[src/rtl/instr_fetch.sv]
// Instruction fetch stage: owns the PC, hides the ROM's registered read, hands words out over valid/ready.
// Optional stall counter port enabled by defining INSTR_FETCH_STALL_CNT_EN.
module instr_fetch #(
   parameter int ADDR_WIDTH = 3,
   parameter int DATA_WIDTH = 32
) (
   input  logic                  clk,
   input  logic                  rst,
   output logic [ADDR_WIDTH-1:0] rom_addr,
   input  logic [DATA_WIDTH-1:0] rom_q,
   input  logic                  branch_en,
   input  logic [ADDR_WIDTH-1:0] branch_addr,
   output logic [DATA_WIDTH-1:0] instr,
   output logic [ADDR_WIDTH-1:0] instr_pc,
   output logic                  instr_valid,
   input  logic                  instr_ready
`ifdef INSTR_FETCH_STALL_CNT_EN
   ,
   output logic [31:0]           stall_cnt
`endif
);

   typedef enum logic {PRIME, RUN} state_t;

   state_t                state_reg, state_next;
   logic [ADDR_WIDTH-1:0] req_pc_reg;
   logic [ADDR_WIDTH-1:0] req_pc_inc;
   logic                  req_vld;
   logic                  advance;

   // rom_q carries a correct-path word exactly when the FSM has left PRIME
   assign req_vld    = (state_reg == RUN);
   assign advance    = req_vld & (~instr_valid | instr_ready);
   assign req_pc_inc = req_pc_reg + ADDR_WIDTH'(1);

   always_comb begin
      state_next = state_reg;
      case (state_reg)
         PRIME:   state_next = RUN;
         RUN:     state_next = RUN;
         default: state_next = PRIME;
      endcase
   end

   // Re-presenting req_pc during a stall keeps rom_q stable for the held word
   always_comb begin
      rom_addr = req_pc_reg;
      if (rst)
         rom_addr = '0;
      else if (branch_en)
         rom_addr = branch_addr;
      else if (advance)
         rom_addr = req_pc_inc;
   end

   always_ff @(posedge clk or posedge rst) begin
      if (rst) begin
         state_reg   <= PRIME;
         req_pc_reg  <= '0;
         instr       <= '0;
         instr_pc    <= '0;
         instr_valid <= 1'b0;
      end else begin
         state_reg <= state_next;
         if (branch_en) begin
            req_pc_reg  <= branch_addr;
            instr_valid <= 1'b0;
         end else if (advance) begin
            instr       <= rom_q;
            instr_pc    <= req_pc_reg;
            instr_valid <= 1'b1;
            req_pc_reg  <= req_pc_inc;
         end else if (instr_valid && instr_ready && !req_vld) begin
            instr_valid <= 1'b0;
         end
      end
   end

`ifdef INSTR_FETCH_STALL_CNT_EN
   always_ff @(posedge clk or posedge rst) begin
      if (rst)
         stall_cnt <= '0;
      else if (instr_valid && !instr_ready && (stall_cnt != 32'hFFFF_FFFF))
         stall_cnt <= stall_cnt + 32'd1;
   end
`endif

endmodule

[config.mk]
export PLATFORM = sky130hd
export DESIGN_NAME = instr_fetch
export DESIGN_NICKNAME = d
export VERILOG_FILES = /design/src/rtl/instr_fetch.sv
export SDC_FILE = /design/constraint.sdc
export NUM_CORES = 1
export LEC_CHECK = 0
export CORE_MARGIN = 2
export CORE_UTILIZATION = 36
export CTS_BUF_LIST = sky130_fd_sc_hd__clkbuf_4 sky130_fd_sc_hd__clkbuf_8 sky130_fd_sc_hd__clkbuf_16
export CTS_CLUSTER_DIAMETER = 40
export DETAILED_ROUTE_END_ITERATION = 7
export PLACE_DENSITY = 0.77
export SLEW_MARGIN = 20
export SYNTH_ARGS = -nofsm -noshare
export SYNTH_HDL_FRONTEND = slang
export SYNTH_SLANG_ARGS = --single-unit
[constraint.sdc]
create_clock -name clk -period 1.6 [get_ports clk]
set_input_delay 0.24 -clock clk [delete_from_list [all_inputs] [get_ports clk]]
set_output_delay 0.24 -clock clk [all_outputs]
set_load 0.005 [all_outputs]
# Yosys cells after proc, flatten, opt, wreduce, memory -nomap -nowiden
# Cells that the tools add are included.
[totals] reg_bits=40 inputBits=39 out_inout_bits=39 wordCells=21
[op_classes] n_addsub=1 mux=6 bitwise=4 n_reduce_logical=5
[op_table] op="two-way mux 3 bit" count=3
[op_table] op="adder 3 x 1 -> 3 bit, second input constant" count=1
[op_table] op="two-way mux 1 bit" count=3
[op_table] op="nonzero test 3 bit" count=1
[op_table] op="logical AND 1 bit" count=2
[op_table] op="NOT 1 bit" count=2
[op_table] op="AND reduction 2 bit" count=1
[op_table] op="bitwise AND 1 bit" count=1
[op_table] op="logical NOT 1 bit" count=1
[op_table] op="bitwise OR 1 bit" count=1

# Depth between registers and ports, before layout
[depth] ltp_word=6 mapped_depth=4

# Least setup slack after synthesis
# No wires, ideal clock.
[synth_timing] path_type="reg2reg" startpoint="register instr_valid" endpoint="register instr[14]" setup_time_ns=0.125 t_arrival_ns=1.397 path_slack_ns=0.078 path_stages_with_launch=5 path_buffers=1 period_less_slack_ns=1.522 cell_sequence="dfrtp_1 -> nor2b_1 -> nor3_4 -> buf_6 -> mux2_2"
[synth_via] elab_chain_len=4
[synth_rtl] element="start, declared" line="15" source="output logic instr_valid,"
[synth_rtl] element="start signal, assigned" line="62" source="instr_valid <= 1'b0;"
[synth_rtl] element="start signal, assigned" line="67" source="instr_valid <= 1'b0;"
[synth_rtl] element="start signal, assigned" line="71" source="instr_valid <= 1'b1;"
[synth_rtl] element="NOT 1 bit" line="33" source="assign advance = req_vld & (~instr_valid | instr_ready);"
[synth_rtl] element="bitwise OR 1 bit" line="33"
[synth_rtl] element="bitwise AND 1 bit" line="33"
[synth_rtl] element="AND reduction 2 bit (no source line)"
[synth_rtl] element="end signal, assigned" line="69" source="instr <= rom_q;"
[synth_rtl] element="end, declared" line="13" source="output logic [DATA_WIDTH-1:0] instr,"
# Every way passes these cells.
# A chain may end at the register's enable or synchronous reset.

# Worst setup path in the final report
[layout_timing] startpoint="register req_pc_reg[0]" endpoint="output port rom_addr[1]"
[layout_via] elab_chain_len=4
[layout_rtl] element="start, declared" line="26" source="logic [ADDR_WIDTH-1:0] req_pc_reg;"
[layout_rtl] element="start signal, assigned" line="66" source="req_pc_reg <= branch_addr;"
[layout_rtl] element="start signal, assigned" line="72" source="req_pc_reg <= req_pc_inc;"
[layout_rtl] element="adder 3 x 1 -> 3 bit" line="34" source="assign req_pc_inc = req_pc_reg + ADDR_WIDTH'(1);"
[layout_rtl] element="two-way mux 3 bit (2 in a row)"
[layout_rtl] element="two-way mux 3 bit" line="48" source="if (rst)"
[layout_rtl] element="end, declared" line="9" source="output logic [ADDR_WIDTH-1:0] rom_addr,"
# Every way passes these cells.

==> qor.yml <==
ys.flop_type: "dfrtp_1"
violations: "negative setup slack"
setup_ws_ps: -129
cts_max_level: 2
placed_cells: 239
critPathLaunchType: "flop"
first_global_vias: 1328
post-place-ws_ps: -675
reg2reg_slack_ps: -60
cts_root_buf: "clkbuf_8"
largest_reg_flops: 32
initial_core_util_pct: 37.0
cts_made_buffers: 5
ys_types: 21
gr-total-overflow: 0
post_drt_via_cell_ratio: 4.99
grt_max_degree: 37
grtUsageTotal_pct: 17.3
worstReg2RegStart: "instr_valid$_DFFE_PP0P_"
core_mm2: 0.00429
ys_seq_elements: 40
antenna_found_initial: 0
worstSetupEndpoint: "rom_addr[1]"
die_height_um: 70.5
first_pass_iters: 4
crit_chain: "buf_6 -> ha_4 -> a31oi_4 -> a211oi_2 -> buf_2"
skew_ps: 6.87
area_growth_pct: 91.8
num_rows: 24
syn_nets: 142
critPathRequiredTime_ps: 1360
crit_buf_inv: 2
netlist_instances: 102
clock-sinks: 40
rsz0062_at_grt: "yes"
crit_type: "flop to output pin"
stdcell_count: 261
path_delay_family: "flip-flops"
die_x_um: 70.5
min_period_over_period_pct: 108
outcome: "finished, violations left"
synth_seq_area_share_pct: 62.9
final_nets: 248
drive_above_1_share_pct: 40.2
hold_viol_final: 0
final.min_clock_period_ps: 1730
avgRoutedWirePerCell_um: 19.6
p_per_area_mw_per_mm2: 1010
io_pins: 78
crit_fanout: 2
clk_pin_slew_ps: 70
dieArea_mm2: 0.00497
hpwl_um: 2780
crit_path_end_kind: "output pin"
clk_latency_ps: 280
peakVddDrop_mv: 0.567
maxSlewViolCount: 0
slowest_stage: "dfrtp_1"
portBuffers: 77
nFillCells: 276
diodes: 0
vias: 1303
critPathLaunch: "req_pc_reg[0]$_DFF_PP0_"
reg2reg_depth: 6
hold_slack_ps: 510
setup_viol: 38
async_reset_ff_share_pct: 100
place.gp.congestion: 0.840
drv_cap: 0
slowest_delay_ps: 400
hold_buffers: 0
hp-class: "flop to flop"
cp.depth: 5
first_iter_violations: 58
synth-edff-count: 0
arrival_ps: 1490
yosys_warnings: 0
post_synth.cell_area_avg_um2: 15.6
drc: 0
ant_nets: 0
grt_pass1_wl_um: 6600
routed_wl_um: 5110
p_leak_nw: 1.34
cts_tree: "built"
r2r_end: "instr_pc[1]$_DFFE_PP0P_"
syn_area_mm2: 0.00159
clk_path_buf_depth: 2
timing.fmax_mhz: 578
==> layout make-up <==
cell class              count  area (um2)  share of cell area (%)
flip-flops and latches     40        1000                    32.8
clock inverters             2        35.0                    1.15
well taps                  52        65.1                    2.13
clock buffers               6        76.3                    2.50
inverters                   2        7.51                   0.246
multi-input cells          56         792                    26.0
repair buffers            103        1070                    35.2
==> power by group <==
group	internal [mW]	total [mW]	leakage, nW	switching (mW)
combinational	0.693	0.987	0.816	0.294
sequential	1.18	1.29	0.468	0.108
clock	0.480	0.803	0.0586	0.324
total	2.35	3.08	1.34	0.726
==> placed cells by master (no fill, tap or decap), drive strengths merged <==
cell type      instances
nor2b                  4
conb                   1
dlygate4sd2            2
clkbuf                10
nor3                   2
a21oi                  2
a31oi                  1
buf                   25
clkinv                 1
nand2                  1
clkdlybuf4s50         72
ha                     1
mux2                  35
nand2b                 1
inv                    2
a311oi                 1
a211oi                 3
nor4                   1
bufinv                 1
o21ai                  1
a2111oi                1
dfrtp                 40
nor4b                  1
==> worst min-delay path by stage <==
stage / startpoint / end / slack, ps / cells past startpoint
3_5_place_dp: instr[19]$_DFFE_PP0P_ / instr[19]$_DFFE_PP0P_ / 480 / 1
6_report: instr[7]$_DFFE_PP0P_ / instr[7]$_DFFE_PP0P_ / 510 / 1
3_3_place_gp: instr[19]$_DFFE_PP0P_ / instr[19]$_DFFE_PP0P_ / 470 / 1
5_1_grt: instr[15]$_DFFE_PP0P_ / instr[15]$_DFFE_PP0P_ / 530 / 1
2_1_floorplan: rom_q[18] / instr[18]$_DFFE_PP0P_ / 370 / 1
4_1_cts: instr[19]$_DFFE_PP0P_ / instr[19]$_DFFE_PP0P_ / 500 / 1
==> synthesized netlist by cell type, types with 2 or more instances <==
library cell | n | share of area (%)
dfrtp_1 | 40 | 63
inv_1 | 2 | 0.47
a21oi_1 | 2 | 0.63
mux2_1 | 2 | 1.4
buf_6 | 3 | 2.1
a211oi_1 | 3 | 1.4
nor2b_1 | 4 | 1.6
mux2_2 | 33 | 23
==> metrics by stage <==
stage	setup TNS, ps	util, %	area, um2	total power [mW]
3_3_place_gp	-12970	57.7	2480	2.00
4_1_cts	-1620	62.9	2700	2.90
6_report	-1430	71.0	3050	3.08
5_1_grt	-3280	71.0	3050	3.23
2_1_floorplan	0	-	1590	1.52
3_5_place_dp	-17550	57.7	2480	2.03
==> per-layer routing <==
layer	vias to the layer above	wire length (um)	track usage (%)	part of all wire, %
li1	580	-	-	-
met1	642	2120	20.3	41
met2	69	2550	28.5	50
met3	12	317	6.20	6.2
met4	0	128	7.26	2.5
met5	-	0	0	0
==> cell families (layout without fill, tap and decap cells) <==
| kind of cell | count (synthesis) | in the layout | synth area share, % |
|---|---|---|---|
| and+or+nand+nor | 10 | 10 | 4.48 |
| muxes | 35 | 35 | 24.8 |
| DFF | 40 | 40 | 62.9 |
| buffers and inverters | 6 | 113 | 2.91 |
| adders and majority gates | 1 | 1 | 0.787 |
| other | 1 | 1 | 0.236 |
| AOI/OAI and AO/OA | 9 | 9 | 3.86 |
==> repair_timing <==
action	4_1_cts	5_1_grt
setup buffers	3	4
cloned	0	7
gates resized for setup	35	46
setup endpoints to repair	38	38
pin swaps	4	1
endpoints found under the hold margin	0	0
No activity file was read; power rests on OpenSTA's default activity.
